File: src/rtl/beat_judge_ctrl.sv
// Rhythm-game beat sequencer: issues one target lane per beat, opens a
// timed hit window, judges single-cycle key pulses as hit or miss and keeps
// score, combo and max-combo until NUM_BEATS beats have been judged.
module beat_judge_ctrl #(
  parameter int BEAT_CYCLES   = 25_000_000,
  parameter int WINDOW_CYCLES = 5_000_000,
  parameter int NUM_BEATS     = 16,
  parameter int SCORE_W       = 16
) (
  input  logic               CLOCK_50,
  input  logic               resetn,
  input  logic               start,
  input  logic [3:0]         key_pulse,
  output logic [1:0]         target_lane,
  output logic               target_valid,
  output logic               hit_pulse,
  output logic               miss_pulse,
  output logic [SCORE_W-1:0] score,
  output logic [SCORE_W-1:0] combo,
  output logic [SCORE_W-1:0] max_combo,
  output logic [7:0]         beat_idx,
  output logic               busy,
  output logic               done
);

  localparam int TW = (BEAT_CYCLES > 2) ? $clog2(BEAT_CYCLES) : 1;
  localparam logic [TW-1:0]      GAP_LAST  = TW'(BEAT_CYCLES - WINDOW_CYCLES - 1);
  localparam logic [TW-1:0]      BEAT_LAST = TW'(BEAT_CYCLES - 1);
  localparam logic [7:0]         LAST_BEAT = 8'(NUM_BEATS);
  localparam logic [SCORE_W-1:0] SAT       = '1;
  localparam logic [3:0]         SEED      = 4'b1001;

  typedef enum logic [2:0] {
    IDLE,
    GAP,
    WINDOW,
    HOLD,
    DONE
  } state_t;

  state_t        state;
  logic [3:0]    lfsr;
  logic [TW-1:0] timer;

  logic               key_event;
  logic               is_hit;
  logic               window_end;
  logic               judge;
  logic               finished;
  logic [7:0]         idx_next;
  logic [3:0]         lfsr_next;
  logic [SCORE_W-1:0] combo_inc;
  logic [SCORE_W-1:0] score_inc;

  assign target_valid = (state == WINDOW);
  assign target_lane  = target_valid ? lfsr[1:0] : 2'd0;
  assign busy         = (state == GAP) || (state == WINDOW) || (state == HOLD);
  assign done         = (state == DONE);

  // Decode the key event, the end of the beat and the saturating increments.
  always_comb begin
    key_event  = (state == WINDOW) && (key_pulse != 4'b0000);
    is_hit     = (key_pulse == (4'b0001 << lfsr[1:0]));
    window_end = (timer == BEAT_LAST);
    judge      = key_event || ((state == WINDOW) && window_end);
    idx_next   = beat_idx + 8'd1;
    finished   = (state == WINDOW) ? (idx_next == LAST_BEAT) : (beat_idx == LAST_BEAT);
    lfsr_next  = {lfsr[2:0], lfsr[3] ^ lfsr[2]};
    combo_inc  = (combo == SAT) ? combo : combo + 1'b1;
    score_inc  = (score == SAT) ? score : score + 1'b1;
  end

  // Beat FSM with timer, lane LFSR, judgement pulses and score bookkeeping.
  always_ff @(posedge CLOCK_50) begin
    if (!resetn) begin
      state      <= IDLE;
      lfsr       <= SEED;
      timer      <= '0;
      hit_pulse  <= 1'b0;
      miss_pulse <= 1'b0;
      score      <= '0;
      combo      <= '0;
      max_combo  <= '0;
      beat_idx   <= '0;
    end else begin
      hit_pulse  <= 1'b0;
      miss_pulse <= 1'b0;

      if (judge) begin
        beat_idx <= idx_next;
        if (key_event && is_hit) begin
          hit_pulse <= 1'b1;
          score     <= score_inc;
          combo     <= combo_inc;
          if (combo_inc > max_combo) begin
            max_combo <= combo_inc;
          end
        end else begin
          miss_pulse <= 1'b1;
          combo      <= '0;
        end
      end

      case (state)
        IDLE, DONE: begin
          if (start) begin
            state     <= GAP;
            timer     <= '0;
            lfsr      <= SEED;
            score     <= '0;
            combo     <= '0;
            max_combo <= '0;
            beat_idx  <= '0;
          end
        end
        GAP: begin
          timer <= timer + 1'b1;
          if (timer == GAP_LAST) begin
            state <= WINDOW;
          end
        end
        WINDOW, HOLD: begin
          if (window_end) begin
            timer <= '0;
            lfsr  <= lfsr_next;
            state <= finished ? DONE : GAP;
          end else begin
            timer <= timer + 1'b1;
            if (key_event) begin
              state <= HOLD;
            end
          end
        end
        default: state <= IDLE;
      endcase
    end
  end

endmodule

File: config.mk
export PLATFORM = sky130hd
export DESIGN_NAME = beat_judge_ctrl
export DESIGN_NICKNAME = d
export VERILOG_FILES = /design/src/rtl/beat_judge_ctrl.sv
export SDC_FILE = /design/constraint.sdc
export NUM_CORES = 1
export LEC_CHECK = 0
export CAP_MARGIN = 20
export CORE_UTILIZATION = 50
export CTS_BUF_LIST = sky130_fd_sc_hd__clkbuf_4 sky130_fd_sc_hd__clkbuf_8
export DETAILED_ROUTE_END_ITERATION = 8
export PLACE_DENSITY_LB_ADDON = 0.08
export SLEW_MARGIN = 40
export SYNTH_ARGS = -nofsm -noshare
export SYNTH_HDL_FRONTEND = slang
export SYNTH_SLANG_ARGS = --single-unit
File: constraint.sdc
create_clock -name CLOCK_50 -period 8.8 [get_ports CLOCK_50]
set_clock_uncertainty 0.2 [all_clocks]
set_input_delay 1.32 -clock CLOCK_50 [delete_from_list [all_inputs] [get_ports CLOCK_50]]
set_output_delay 1.32 -clock CLOCK_50 [all_outputs]
set_load 0.05 [all_outputs]
==> results of run 1 <==
## stage by stage
| stage | setup slack, ns | hold slack (ns) |
|---|---|---|
| 2_1_floorplan | 4.78 | 0.271 |
| 3_3_place_gp | 4.65 | 0.275 |
| 3_5_place_dp | 4.57 | 0.282 |
| 4_1_cts | 4.43 | 0.298 |
| 5_1_grt | 4.26 | 0.315 |
| 6_report | 4.46 | 0.292 |
## cell type report
type,count,area [um2]
timing repair buffer,71,706
tap,129,161
clock buffer,9,124
clock inverter,7,76.3
multi-input combinational,461,2950
inverter,23,86.3
sequential,90,1800
fill,839,3510
## sequential cells by signal (all words and copies together) (netlist names)
register,flops
beat_idx,8
score,16
miss_pulse,1
state,3
combo,16
max_combo,16
timer,25
lfsr,4
hit_pulse,1
## critical path, cell delays in order (launching register included)
cell	delay (ns)
dfxtp_1	0.46
nor2b_1	0.51
nand2b_1	0.20
inv_1	0.30
and2_1	0.19
clkdlybuf4s50_1	0.80
## cell families after synthesis
kind of cell | after synthesis
adder cells (fa/ha/maj) | 20
flip-flops | 90
buffers and inverters | 49
AO/OA/AOI/OAI | 116
AND/OR/NAND/NOR | 264
XOR/XNOR | 50
multiplexers | 11
## routing by layer
| layer | part of all wire, % | vias up | GRT usage [%] |
|---|---|---|---|
| met4 | 0.85 | 0 | 6.58 |
| met2 | 46 | 101 | 38.3 |
| met1 | 49 | 2084 | 33.4 |
| li1 | - | 2261 | - |
| met5 | 0 | - | 0 |
| met3 | 4.0 | 8 | 2.97 |
## synthesized netlist by cell type, types with 3 or more instances
master     n
nand2b_1   5
nand3b_1   5
mux2i_1    7
nor3_1    25
a21boi_0   4
xnor2_1   21
nor4b_1    3
and4_1     5
nand2_1   40
a22oi_1    9
xor2_1    29
clkbuf_1  17
dfxtp_1   90
o21ai_0   23
and2_1     7
mux2_2     4
nand4_1    8
a211oi_1  12
nand3_1   33
o211ai_1   6
or3b_2     3
inv_1     22
or3_1     11
nor2_1    78
ha_1      20
buf_2      9
a21oi_1   32
nor4_1    11
nor3b_1    3
and3_1     9
## worst max path at each step
stage                               start                        to  cells past startpoint  slack, ns
floorplan            combo[10]$_SDFF_PN0_  max_combo[10]$_SDFF_PN0_                     12       4.78
global placement             key_pulse[3]   max_combo[0]$_SDFF_PN0_                      7       4.65
detailed placement           key_pulse[3]   max_combo[0]$_SDFF_PN0_                      7       4.57
CTS                 state[1]$_SDFFE_PN0P_            target_lane[0]                      5       4.43
global route          combo[0]$_SDFF_PN0_   max_combo[0]$_SDFF_PN0_                     12       4.26
finish              state[1]$_SDFFE_PN0P_            target_lane[0]                      5       4.46
## cells in the final DEF, fill, tap and decap left out, drive strengths merged, types with 3 or more instances in the layout
master,netlist,routed
xor2,29,29
a21oi,32,32
xnor2,21,21
clkdlybuf4s50,0,69
o211ai,6,6
and2,8,8
and4,5,5
or3b,3,3
nand4,8,8
and3,9,9
nand2,41,41
clkbuf,17,9
a22oi,9,9
a21boi,4,4
clkinv,1,3
dfxtp,90,90
nand3b,5,5
nor2,78,78
nand3,33,33
or3,12,12
o21ai,26,26
mux2,4,4
nor4,12,12
ha,20,20
nor3b,4,4
nor4b,3,3
mux2i,7,7
nand2b,5,5
inv,22,24
o21a,3,3
nor3,25,25
a211oi,12,12
## power by group through the flow
stage / registers (mW) / clock network, mW / logic [mW]
after floorplan: 0.452 / 0 / 0.161
after global placement: 0.444 / 0 / 0.223
after detailed placement: 0.445 / 0 / 0.225
after CTS: 0.435 / 0.294 / 0.228
after global routing: 0.438 / 0.313 / 0.247
final: 0.435 / 0.285 / 0.229
==> results.tsv, run 1 <==
metric	value	unit
path_max_fanout	12	
ctsLongestPathBuffers	2	
syn_avg_cell_area	8.23	um2
clock_latency	0.35	ns
synth.distinct_cells	67	
ys_ff_latch	90	
period_share	49.3	%
place_area	0.00570	mm2
max-vdd-ir-drop	0.000103	V
synth-adder-area-share	5.06	%
post_cts_buffers	0	
p_clk_share	30.0	%
switching_share	34.1	%
synth_warnings	0	
drc_errors	0	
gp_congestion	0.846	
final_cells	790	
rows	35	
synth_top_area_share	36.5	%
setup_viol	0	
top_level_ports	70	
r2r_end	max_combo[0]$_SDFF_PN0_	
synth-simple-area-share	27.7	%
tns	0	ns
drive_gt1_share	6.35	%
synth_cells	600	
wire_per_inst	14.8	um
ant_nets	0	
grt_overflow	0	
path_class	flop to output port	
switchingPower	0.323	mW
hold_depth	2	
dieArea	0.0103	mm2
viasPerCell	5.64	
antennaDiodeCount	0	
outcome	complete, no violations	
grt_pass1_wl	19.6	mm
slew_headroom	46.5	%
min_from	max_combo[13]$_SDFF_PN0_	
cts_buffers	9	
grt_max_degree	36	
dr.pass1.iters	5	
syn-cell-area	0.00494	mm2
hold_class	flop to flop	
design_area	0.00590	mm2
async_flop_share	0	%
muxShareOfSynthArea	2.33	%
rsz0062_at_grt	false	
cts_root_buf	clkbuf_8	
dpl.hpwl	8.35	mm
post-synth-top-area-cell	dfxtp_1	
cts_resized	0	
drv_slew	0	
syn2layout_area_growth	19.4	%
startpoint_type	flop	
ys_seq_area_share	36.5	%
period_needed	4.34	ns
worst_pin_slew	0.799	ns
start_util	52.5	%
r2r_cells	12	
synth_edf_count	0	
grtUsageTotal	23.7	%
reg2reg_from	combo[0]$_SDFF_PN0_	
power_density	161	mW/mm2
synthXorXnorAreaFrac	8.86	%
drt-initial-drc-count	261	
cp-end-kind	output port	
cp.arrival	2.82	ns
antenna_found_initial	0	
pwr-share-seq	45.9	%
synth_top_family_by_area	simple AND/OR/NAND/NOR gates	
die_h	101	um
hold_viol	0	
path_clk_slew	0.10	ns
power	0.949	mW
combPwrFrac	24.1	%
fmax	0.230	GHz
internal_power	0.626	mW
holdPathEnd	max_combo[13]$_SDFF_PN0_	
leakage	2.07	nW
synth_nets	627	
portBuffers	69	
utilization	62.7	%
cp.required	7.28	ns
final_nets	683	
die_w	101	um
h-tree-depth	3	
synth_top_flop_cell	dfxtp_1	
routed_wl	11.7	mm
vias	4454	
netlist_top_cells_area	dfxtp_1 36%, nor2_1 5.9%, xor2_1 5.1%, ha_1 5.1%, xnor2_1 3.7%	
grt_pass1_vias	4134	
rrSetupSlack	4.58	ns
cts_tree	built	
cts_sinks	90	
cap_violations	0	
synth_compound_area_share	15.7	%
ctsHoldBuffers	0	
core_area	0.00942	mm2
placedCellCount	774	
No activity file was read; power rests on OpenSTA's default activity.
==> run 2: changes to the inputs <==
clock period = 3.91 ns   (was 8.8 ns; I/O delays follow)
==> run 2 against run 1 <==
Compared with the run above: global-route usage rose by 1.3 points; count of clock-buffer cells in the layout increased by 3; clock power up 120%; largest power group unchanged.
==> results.tsv, run 2 (synthesis gave the netlist of run 1 again) <==
metric	value	unit	change
outcome	complete, no violations		
fillers	833		-0.72%
final_cells	802		+1.5%
final_nets	696		+1.9%
grt_overflow	0		unchanged
top_register	timer		
gp_congestion	0.915		+8.1%
design_area	0.00609	mm2	+3.1%
dr.pass1.iters	5		unchanged
max-vdd-ir-drop	0.000197	V	+92%
antenna_found_initial	0		unchanged
period_needed	3.75	ns	
clock_latency	0.36	ns	about the same
grtUsageTotal	25.1	%	+1.3 points
setup_viol	0		unchanged
core_area	0.00942	mm2	unchanged
grt_max_degree	28		-22%
cts_tree	built		
final_cell_mix	78 x nor2_1, 77 x dfxtp_1, 69 x clkdlybuf4s50_1		
slew_headroom	56.4	%	+9.9 points
die_w	101	um	unchanged
ant_nets	0		unchanged
drt-initial-drc-count	216		-17%
cts_sinks	90		unchanged
drv_slew	0		unchanged
routed_wl	12.2	mm	+4.3%
top_level_ports	70		unchanged
placedCellCount	785		+1.4%
grt_pass1_wl	20.4	mm	+4.5%
syn2layout_area_growth	23.2	%	
die_h	101	um	unchanged
cts_buffers	9		unchanged
hold_class	flop to flop		
power	2.16	mW	+130%
fmax	0.266	GHz	
leakage	2.15	nW	+4.2%
vias	4586		+3.0%
rows	35		unchanged
place_area	0.00580	mm2	+1.7%
path_clk_slew	0.08	ns	-0.02 ns
startpoint_type	flop		
path_max_fanout	16		+4
viasPerCell	5.72		+1.4%
hold_ws	0.294	ns	+0.00244 ns
power_density	355	mW/mm2	+120%
wire_per_inst	15.2	um	+2.7%
path_class	flop to flop		
rsz0062_at_grt	false		
cap_violations	0		unchanged
h-tree-depth	3		unchanged
drive_gt1_share	11.3	%	+4.9 points
hold_viol	0		unchanged
antennaDiodeCount	0		unchanged
final_common_cell	nor2_1		
ctsHoldBuffers	0		unchanged
cp.required	4.01	ns	-3.27 ns
cp-end-kind	flop		
grt_pass1_vias	4393		+6.3%
drc_errors	0		unchanged
period_share	96.0	%	
cp.arrival	3.85	ns	+1.03 ns
dpl_worst_slack	-0.0184	ns	-4.59 ns
ctsLongestPathBuffers	2		unchanged
cts_root_buf	clkbuf_8		
dieArea	0.0103	mm2	unchanged
worst_pin_slew	0.647	ns	-0.152 ns
worst_slack	0.158	ns	-4.30 ns
largest_register_ffs	25		unchanged
dpl.hpwl	8.92	mm	+6.9%
start_util	52.5	%	unchanged
portBuffers	69		unchanged
run 2: path summary, 6_finish.rpt:
kind                                         startpoint                      end  slack [ns]  cells after the start
worst max-delay path                combo[0]$_SDFF_PN0_  max_combo[0]$_SDFF_PN0_        0.16                     12
worst min-delay path            max_combo[5]$_SDFF_PN0_  max_combo[5]$_SDFF_PN0_        0.29                      2
worst max register to register      combo[0]$_SDFF_PN0_  max_combo[0]$_SDFF_PN0_        0.16                     12
worst min register to register  max_combo[5]$_SDFF_PN0_  max_combo[5]$_SDFF_PN0_        0.29                      2
run 2: critical path, cell delays in order (launching register included):
cell and delay, ns:
dfxtp_2 0.39, and4_4 0.26, or4b_2 0.62, nor2_1 0.13, mux2_2 0.38, ha_1 0.33
nand3_1 0.19, nor3_4 0.23, nand2_2 0.14, o221a_2 0.34, buf_12 0.15, nor4_1 0.19
a31o_2 0.14
run 2: layout make-up:
type / instances / area (um2) / share of cell area, %
repair buffers: 83 / 808 / 13.3
inverters: 23 / 86.3 / 1.42
multi-input cells: 462 / 3020 / 49.6
flip-flops and latches: 90 / 1820 / 29.9
clock inverters: 3 / 40.0 / 0.658
clock buffers: 12 / 153 / 2.51
well taps: 129 / 161 / 2.65
run 2: layer usage:
layer | global-route usage, % | up-vias | wire length (um)
li1 | - | 2287 | -
met1 | 33.1 | 2145 | 5710
met2 | 41.8 | 133 | 5670
met3 | 3.24 | 21 | 569
met4 | 9.92 | 0 | 243
met5 | 0 | - | 0
run 2: power by group:
part           total (mW)  internal, mW  switching [mW]
combinational       0.543         0.189           0.354
sequential          0.983         0.943          0.0400
clock               0.635         0.322           0.313
run 2: what timing repair did:
action,in CTS,in global routing
setup endpoints to repair,4,16
resized for setup,1,10
setup buffers,0,1
cloned,0,1
pin swaps,0,2
run 2: metrics by stage:
step                setup TNS (ns)  utilization [%]
detailed placement         -0.0184             61.6
floorplan                        0                -
global placement                 0             61.6
finish                           0             64.6
global route                     0             64.6
CTS                              0             63.7
